--- src/rtl/ifmod_pkg.sv ---
// Shared constants for the instruction-memory loader: FSM state encoding,
// word format and the default terminating instruction.
package ifmod_pkg;

   localparam logic [2:0] IDLE  = 3'd0;
   localparam logic [2:0] RECV  = 3'd1;
   localparam logic [2:0] WRITE = 3'd2;
   localparam logic [2:0] DONE  = 3'd3;
   localparam logic [2:0] CHECK = 3'd4;

   localparam int BYTES_PER_WORD = 4;

   localparam logic [31:0] DEFAULT_HALT_WORD = 32'hFFFF_FFFF;

   // Number of words addressable with a byte address of the given width.
   function automatic int capacity_words(input int addr_width);
      return 1 << (addr_width - 2);
   endfunction

endpackage

--- src/rtl/instr_mem_loader_byte_assembler.sv ---
// Shifts received bytes MSB-first into a word register and flags the byte
// that completes a word.
module byte_assembler
   import ifmod_pkg::*;
#(
   parameter int B = 32
) (
   input  logic         clk,
   input  logic         reset,
   input  logic         clear,
   input  logic         capture,
   input  logic [7:0]   rx_data,
   output logic [B-1:0] word,
   output logic         word_valid
);

   logic [B-1:0] word_reg;
   logic [1:0]   index_reg;

   always_ff @(posedge clk or posedge reset) begin
      if (reset) begin
         word_reg  <= '0;
         index_reg <= '0;
      end else if (clear) begin
         index_reg <= '0;
      end else if (capture) begin
         // Older bytes move up, so the first byte of a word ends in the top lane.
         word_reg  <= {word_reg[B-9:0], rx_data};
         index_reg <= index_reg + 2'd1;
      end
   end

   assign word       = word_reg;
   assign word_valid = capture && (index_reg == 2'(BYTES_PER_WORD - 1));

endmodule

--- src/rtl/instr_mem_loader.sv ---
// Fills instruction memory from a received byte stream, one word per write
// stroke. Optional checksum byte after HALT: define INSTR_LOADER_CHECKSUM_EN.
module instr_mem_loader
   import ifmod_pkg::*;
#(
   parameter int            B         = 32,
   parameter int            W         = 5,
   parameter logic [B-1:0]  HALT_WORD = B'(DEFAULT_HALT_WORD)
) (
   input  logic         i_clk,
   input  logic         i_reset,
   input  logic         i_start,
   input  logic [7:0]   i_rx_data,
   input  logic         i_rx_done,
   output logic         o_write,
   output logic [W-1:0] o_addr,
   output logic [B-1:0] o_data,
   output logic         o_busy,
   output logic         o_done,
   output logic         o_full,
`ifdef INSTR_LOADER_CHECKSUM_EN
   output logic         o_cksum_err,
`endif
   output logic [W-2:0] o_word_count
);

   localparam int CAPACITY = capacity_words(W);

   logic [2:0]   state_reg, state_next;
   logic [W-1:0] addr_reg;
   logic [W-2:0] count_reg;
   logic         full_reg;

   logic         start_load;
   logic         is_halt;
   logic         at_capacity;
   logic         write_continue;
   logic         capture;
   logic         word_valid;
   logic [B-1:0] word;

`ifdef INSTR_LOADER_CHECKSUM_EN
   logic [7:0]   cksum_reg;
   logic         cksum_err_reg;
`endif

   assign start_load  = i_start && ((state_reg == IDLE) || (state_reg == DONE));
   assign is_halt     = (word == HALT_WORD);
   assign at_capacity = (count_reg == (W-1)'(CAPACITY - 1));

   // A strobe during WRITE belongs to the next word only if the load goes on.
   assign write_continue = (state_reg == WRITE) && !is_halt && !at_capacity;
   assign capture        = i_rx_done && ((state_reg == RECV) || write_continue);

   byte_assembler #(
      .B (B)
   ) u_assembler (
      .clk        (i_clk),
      .reset      (i_reset),
      .clear      (start_load),
      .capture    (capture),
      .rx_data    (i_rx_data),
      .word       (word),
      .word_valid (word_valid)
   );

   always_comb begin
      state_next = state_reg;
      case (state_reg)
         IDLE: begin
            if (i_start) state_next = RECV;
         end
         RECV: begin
            if (word_valid) state_next = WRITE;
         end
         WRITE: begin
            if (is_halt) begin
`ifdef INSTR_LOADER_CHECKSUM_EN
               state_next = CHECK;
`else
               state_next = DONE;
`endif
            end else if (at_capacity) begin
               state_next = DONE;
            end else begin
               state_next = RECV;
            end
         end
`ifdef INSTR_LOADER_CHECKSUM_EN
         CHECK: begin
            if (i_rx_done) state_next = DONE;
         end
`endif
         DONE: begin
            if (i_start) state_next = RECV;
         end
         default: state_next = IDLE;
      endcase
   end

   always_ff @(posedge i_clk or posedge i_reset) begin
      if (i_reset) begin
         state_reg <= IDLE;
         addr_reg  <= '0;
         count_reg <= '0;
         full_reg  <= 1'b0;
      end else begin
         state_reg <= state_next;
         if (start_load) begin
            addr_reg  <= '0;
            count_reg <= '0;
            full_reg  <= 1'b0;
         end else if (state_reg == WRITE) begin
            count_reg <= count_reg + 1'b1;
            if (write_continue) addr_reg <= addr_reg + W'(BYTES_PER_WORD);
            if (!is_halt && at_capacity) full_reg <= 1'b1;
         end
      end
   end

`ifdef INSTR_LOADER_CHECKSUM_EN
   // Running XOR covers every byte that went into a word, HALT bytes included.
   always_ff @(posedge i_clk or posedge i_reset) begin
      if (i_reset) begin
         cksum_reg     <= '0;
         cksum_err_reg <= 1'b0;
      end else if (start_load) begin
         cksum_reg     <= '0;
         cksum_err_reg <= 1'b0;
      end else begin
         if (capture) cksum_reg <= cksum_reg ^ i_rx_data;
         if ((state_reg == CHECK) && i_rx_done) cksum_err_reg <= (i_rx_data != cksum_reg);
      end
   end

   assign o_cksum_err = cksum_err_reg;
`endif

   assign o_write      = (state_reg == WRITE);
   assign o_addr       = addr_reg;
   assign o_data       = word;
`ifdef INSTR_LOADER_CHECKSUM_EN
   assign o_busy       = (state_reg == RECV) || (state_reg == WRITE) || (state_reg == CHECK);
`else
   assign o_busy       = (state_reg == RECV) || (state_reg == WRITE);
`endif
   assign o_done       = (state_reg == DONE);
   assign o_full       = full_reg;
   assign o_word_count = count_reg;

endmodule

--- config.mk ---
export PLATFORM = sky130hd
export DESIGN_NAME = instr_mem_loader
export DESIGN_NICKNAME = d
export VERILOG_FILES = /design/src/rtl/ifmod_pkg.sv /design/src/rtl/instr_mem_loader_byte_assembler.sv /design/src/rtl/instr_mem_loader.sv
export SDC_FILE = /design/constraint.sdc
export NUM_CORES = 1
export LEC_CHECK = 0
export CORE_MARGIN = 2
export CORE_UTILIZATION = 51
export DETAILED_ROUTE_END_ITERATION = 7
export MAX_ROUTING_LAYER = met4
export PLACE_DENSITY = 0.85
export SLEW_MARGIN = 20
export SYNTH_ARGS = -nofsm -noshare
export SYNTH_HDL_FRONTEND = slang
export SYNTH_SLANG_ARGS = --single-unit
--- constraint.sdc ---
create_clock -name i_clk -period 3.1 [get_ports i_clk]
set_input_delay 0.62 -clock i_clk [delete_from_list [all_inputs] [get_ports i_clk]]
set_output_delay 0.62 -clock i_clk [all_outputs]
set_load 0.005 [all_outputs]
==> results.sh, run 1 <==
export IMPL_grt_max_degree=33
export IMPL_initial_core_util=0.5370
export IMPL_vias=1357
export IMPL_place_area_sq_mm=0.002535
export IMPL_cts_tree="done"
export IMPL_hold_violations=0
export IMPL_critPathKind="reg -> reg"
export IMPL_core_area_sq_mm=0.003689
export IMPL_port_buffer_count=54
export IMPL_met1_usage=0.2601
export IMPL_cts_buffers=5
export IMPL_area_delta_synth_final_pct=31.90
export IMPL_grt_pass1_vias=1423
export IMPL_totalWireLength_microns=3871
export IMPL_post_route_cell_area_sq_mm=0.002613
export IMPL_layout_drive_gt1_share=0.2029
export IMPL_clkTransAtPathRegs_ns=0.07
export IMPL_final_common_cell="clkdlybuf4s50_1"
export IMPL_finalCriticalPeriod_ns=2.508
export IMPL_ant_nets=0
export IMPL_die_h_microns=66.32
export IMPL_ys_warn_count=0
export IMPL_hold_path_class="reg -> reg"
export IMPL_cts_resized=0
export IMPL_fillers=277
export IMPL_dp_hpwl_microns=2970
export IMPL_max_freq_mhz=398.7
export IMPL_rows=22
export IMPL_rsz0062_at_grt="false"
export IMPL_use_met2=0.3388
export IMPL_hp_start="o_full"
export IMPL_ys_flop_type="dfrtp_1"
export IMPL_cts_hold_buf=0
export IMPL_synthCells=151
export IMPL_clock_latency_ns=0.29
export IMPL_drc=0
export IMPL_busiest_layer="met2"
export IMPL_ir_worst_vdd_v=0.0006300
export IMPL_worstMarginPinSlew_ns=0.9768
export IMPL_largest_reg_flops=32
export IMPL_seq_area_frac_synth=0.5559
export IMPL_grt_pass1_wl_microns=6624
export IMPL_slew_violations=0
export IMPL_cts_buffer_depth=2
export IMPL_htreeDepth=2
export IMPL_grt_usage=0.2052
export IMPL_post_cts_buffers=0
export IMPL_cp_start_kind="register"
export IMPL_finalNetCount=226
export IMPL_dieArea_sq_mm=0.004398
export IMPL_outcome="complete, no violations"
export IMPL_diodes=0
export IMPL_crit_fanout=32
export IMPL_synthArstFlopShare=1.000
export IMPL_r2r_setup_slack_ns=0.59
export IMPL_fin_skew_ns=0.004603
export IMPL_root_buffer="clkbuf_8"
export IMPL_clock_sinks=44
export IMPL_io_pins=57
export IMPL_antenna_found_initial=0
export IMPL_slew_headroom=0.3457
export IMPL_p_leak_nw=1.115
export IMPL_layout_common_cells="clkdlybuf4s50_1 (54), dfrtp_1 (44), mux2_2 (30)"
export IMPL_required_ns=3.27
export IMPL_dr_first_iter_drc_count=21
export IMPL_netlist_area_sq_mm=0.001981
export IMPL_maxCapViolations=0
export IMPL_powerDensity_mw_per_mm2=1018
export IMPL_end_kind="register"
export IMPL_period_share=0.8092
export IMPL_ys_types=30
export IMPL_drt_wirelength_per_cell_microns=15.18
export IMPL_die_x_microns=66.32
export IMPL_dr_pass1_iters=4
export IMPL_overflow=0
export IMPL_finalSetupViolCount=0
export IMPL_synth_edf_count=0
export IMPL_tns_ns=0
export IMPL_syn_area_per_cell_sq_um=13.12
export IMPL_synth_seq_cells=44
export IMPL_place_congestion=0.7423
export IMPL_grtUsageMet3=0.03578
export IMPL_startpoint="u_assembler.word[1]"
export IMPL_routed_via_density=5.322
export IMPL_worst_endpoint_arrival_ns=2.68
export IMPL_reg2reg_from="u_assembler.word[1]"
through the flow:
stage	utilization	power [W]	hold WS, ns	std cells	setup slack (ns)
global route	0.7083	0.002860	0.5519	255	0.4213
detailed placement	0.6872	0.002363	0.4965	248	0.5692
finish	0.7083	0.002660	0.5103	255	0.5916
global placement	0.6872	0.002287	0.4806	248	0.6506
CTS	0.7083	0.002695	0.5137	255	0.5592
floorplan	-	0.001709	0.4860	152	1.185
synth_stat cells, types with 2 or more instances:
cell type	count	area share
mux2_2	30	0.17
dfrtp_1	44	0.56
o211ai_1	4	0.015
nor2_1	8	0.015
a21oi_1	5	0.013
nor4_2	2	0.013
ha_1	7	0.044
nand2_1	8	0.015
xnor2_1	2	0.0088
nand4_1	9	0.028
inv_1	7	0.013
mux2_1	2	0.011
buf_6	3	0.017
buf_4	2	0.0076
xor2_1	2	0.0088
mux2i_1	2	0.010
final timing paths:
check / endpoint / depth (start not counted)
max: u_assembler.word[2] / 5
min: o_full / 2
max reg2reg: u_assembler.word[2] / 5
min reg2reg: o_full / 2
max in group asynchronous: state_reg[0] / 3
min in group asynchronous: u_assembler.word[16] / 2
area by class of cell:
| type | count | area, sq um | area share |
|---|---|---|---|
| inverter | 7 | 26.28 | 0.01006 |
| timing repair buffer | 55 | 548.0 | 0.2098 |
| sequential | 44 | 1101 | 0.4215 |
| multi-input combinational | 94 | 799.5 | 0.3060 |
| clock inverter | 1 | 5.005 | 0.001916 |
| tap | 48 | 60.06 | 0.02299 |
| clock buffer | 6 | 72.57 | 0.02778 |
power breakdown:
part / total, W / leakage (nW) / internal [W] / switching (W)
combinational: 0.00124 / 0.533 / 0.000799 / 0.000443
sequential: 0.00109 / 0.541 / 0.000839 / 0.000253
clock: 0.000325 / 0.0410 / 0.000153 / 0.000172
worst max-delay path, cell delays in order (launching register included):
cell and delay, ns:
dfrtp_1 0.41, nand4_1 0.15, nor4_2 0.40, a21oi_2 0.20, o211ai_4 0.81, mux2_2 0.42
cell families after synthesis:
family,Yosys count,synth area share
buffers and inverters,14,0.04232
DFF,44,0.5559
adders and majority gates,7,0.04422
xor gates and xnor gates,4,0.01769
AOI/OAI and AO/OA,16,0.06191
other,1,0.001893
and+or+nand+nor,31,0.08402
muxes,34,0.1920
layer usage:
| layer | up-vias | wire, microns |
|---|---|---|
| met5 | - | 0 |
| met4 | 0 | 37 |
| met3 | 4 | 165 |
| met2 | 42 | 1996 |
| met1 | 665 | 1671 |
| li1 | 646 | - |
Power figures use the tool's default switching activity.
==> run 2: changes to the inputs <==
CORE_UTILIZATION = 42   (was 51)
PLACE_DENSITY = 0.75   (was 0.85)
clock period = 2.1 ns   (was 3.1 ns; I/O delays follow)
==> run 2 against run 1 <==
Compared with the run above:
- setup slack lost 0.48 ns
- die area grew 20%
- largest cell class unchanged
- sequential share of layout area shrank 2.2 points
- worst hold slack gained 0.028 ns
==> results.sh, run 2 (synthesis gave the netlist of run 1 again) <==
export IMPL_outcome="complete, no violations"
export IMPL_routed_via_density=5.311
export IMPL_grt_max_degree=45
export IMPL_slew_headroom=0.6400
export IMPL_largest_reg_flops=32
export IMPL_initial_core_util=0.4457
export IMPL_dieArea_sq_mm=0.005281
export IMPL_cts_hold_buf=0
export IMPL_required_ns=1.68
export IMPL_powerDensity_mw_per_mm2=1559
export IMPL_cts_buffer_depth=2
export IMPL_post_route_cell_area_sq_mm=0.002756
export IMPL_r2r_setup_slack_ns=0.11
export IMPL_reg2reg_from="u_assembler.word[3]"
export IMPL_rows=24
export IMPL_grt_pass1_vias=1505
export IMPL_slew_violations=0
export IMPL_fillers=348
export IMPL_worst_endpoint_arrival_ns=1.57
export IMPL_crit_fanout=3
export IMPL_holdPathStages=2
export IMPL_htreeDepth=2
export IMPL_ir_worst_vdd_v=0.0008691
export IMPL_antenna_found_initial=0
export IMPL_hp_start="o_full"
export IMPL_totalWireLength_microns=4203
export IMPL_worstMarginPinSlew_ns=0.5400
export IMPL_drt_wirelength_per_cell_microns=15.74
export IMPL_diodes=0
export IMPL_place_congestion=0.7228
export IMPL_core_area_sq_mm=0.004444
export IMPL_final_common_cell="clkdlybuf4s50_1"
export IMPL_clock_latency_ns=0.29
export IMPL_grt_usage=0.1774
export IMPL_port_buffer_count=54
export IMPL_drc=0
export IMPL_end_kind="primary output"
export IMPL_cts_tree="done"
export IMPL_overflow=0
export IMPL_tns_ns=0
export IMPL_die_x_microns=72.67
export IMPL_rsz0062_at_grt="false"
export IMPL_critPathKind="reg -> out"
export IMPL_maxCapViolations=0
export IMPL_finalSetupViolCount=0
export IMPL_io_pins=57
export IMPL_max_freq_mhz=502.8
export IMPL_period_share=0.9471
export IMPL_clock_sinks=44
export IMPL_dr_pass1_iters=4
export IMPL_min_to="o_full"
export IMPL_layout_drive_gt1_share=0.2465
export IMPL_ant_nets=0
export IMPL_fin_hold_ws_ns=0.5385
export IMPL_dr_first_iter_drc_count=59
export IMPL_grt_pass1_wl_microns=7079
export IMPL_dp_hpwl_microns=3091
export IMPL_fin_skew_ns=0.008851
export IMPL_p_leak_nw=1.202
export IMPL_die_h_microns=72.67
export IMPL_finalNetCount=233
export IMPL_place_area_sq_mm=0.002597
export IMPL_root_buffer="clkbuf_8"
export IMPL_hold_violations=0
export IMPL_rr_worst_depth=6
export IMPL_finalCriticalPeriod_ns=1.989
export IMPL_layout_common_cells="clkdlybuf4s50_1 (54), dfrtp_1 (44), mux2_2 (30)"
export IMPL_cts_buffers=5
export IMPL_regToRegEndpoint="u_assembler.word[28]"
export IMPL_hold_path_class="reg -> reg"
export IMPL_cp_start_kind="register"
export IMPL_vias=1418
export IMPL_area_delta_synth_final_pct=39.17
export IMPL_clkTransAtPathRegs_ns=0.08
## run 2: power breakdown
group,internal (W),switching (W)
clock network,0.000389,0.000275
registers,0.00124,0.000374
logic,0.00129,0.000731
total,0.00292,0.00138
## run 2: what timing repair did
action	4_1_cts	5_1_grt
resized for setup	0	4
endpoints found under the hold margin	0	0
setup endpoints to repair	1	33
pin swaps	0	0
buffers inserted	1	0
## run 2: worst max-delay path by stage
stage               slack (ns)                 start              endpoint  cells after the start
finish                    0.11          state_reg[0]                o_busy                      4
global route             0.009   u_assembler.word[0]  u_assembler.word[28]                      6
CTS                       0.04          state_reg[0]                o_busy                      4
detailed placement        0.09   u_assembler.word[3]  u_assembler.word[17]                      6
global placement          0.15   u_assembler.word[3]  u_assembler.word[21]                      6
floorplan                 0.18  u_assembler.word[13]  u_assembler.word[19]                      6
## run 2: per-stage QoR
stage                     setup WS [ns]  total power (W)  instances    util
after floorplan                  0.1850         0.002523        152       -
after global placement           0.1480         0.003501        258  0.5845
after detailed placement        0.09249         0.003596        258  0.5845
after CTS                       0.04144         0.004298        267  0.6135
after global routing           0.009021         0.004590        267  0.6202
final                            0.1110         0.004298        267  0.6202
## run 2: routing by layer
metal / part of all wire / GRT usage / up-vias
met5: 0 / - / -
met3: 0.060 / 0.04558 / 0
li1: - / - / 665
met1: 0.44 / 0.2211 / 698
met2: 0.50 / 0.2970 / 55
met4: 0 / 0.03086 / 0
## run 2: critical path, stage by stage, from the launching register on
cell,delay (ns)
dfrtp_1,0.40
inv_2,0.09
ha_4,0.21
inv_1,0.08
clkdlybuf4s50_1,0.50
## run 2: layout make-up
| cell class | count | area [sq um] | share of cell area |
|---|---|---|---|
| flip-flops and latches | 44 | 1101 | 0.3995 |
| multi-input cells | 94 | 829.5 | 0.3010 |
| repair buffers | 62 | 613.1 | 0.2224 |
| clock buffers | 6 | 82.58 | 0.02996 |
| well taps | 52 | 65.06 | 0.02360 |
| clock inverters | 2 | 38.79 | 0.01407 |
| inverters | 7 | 26.28 | 0.009532 |
==> run 3: changes to the inputs <==
GPL_ROUTABILITY_DRIVEN = 0   (was unset)
==> results of run 3 <==
Same layout as run 2: the final DEF is identical, and so are final timing and power.
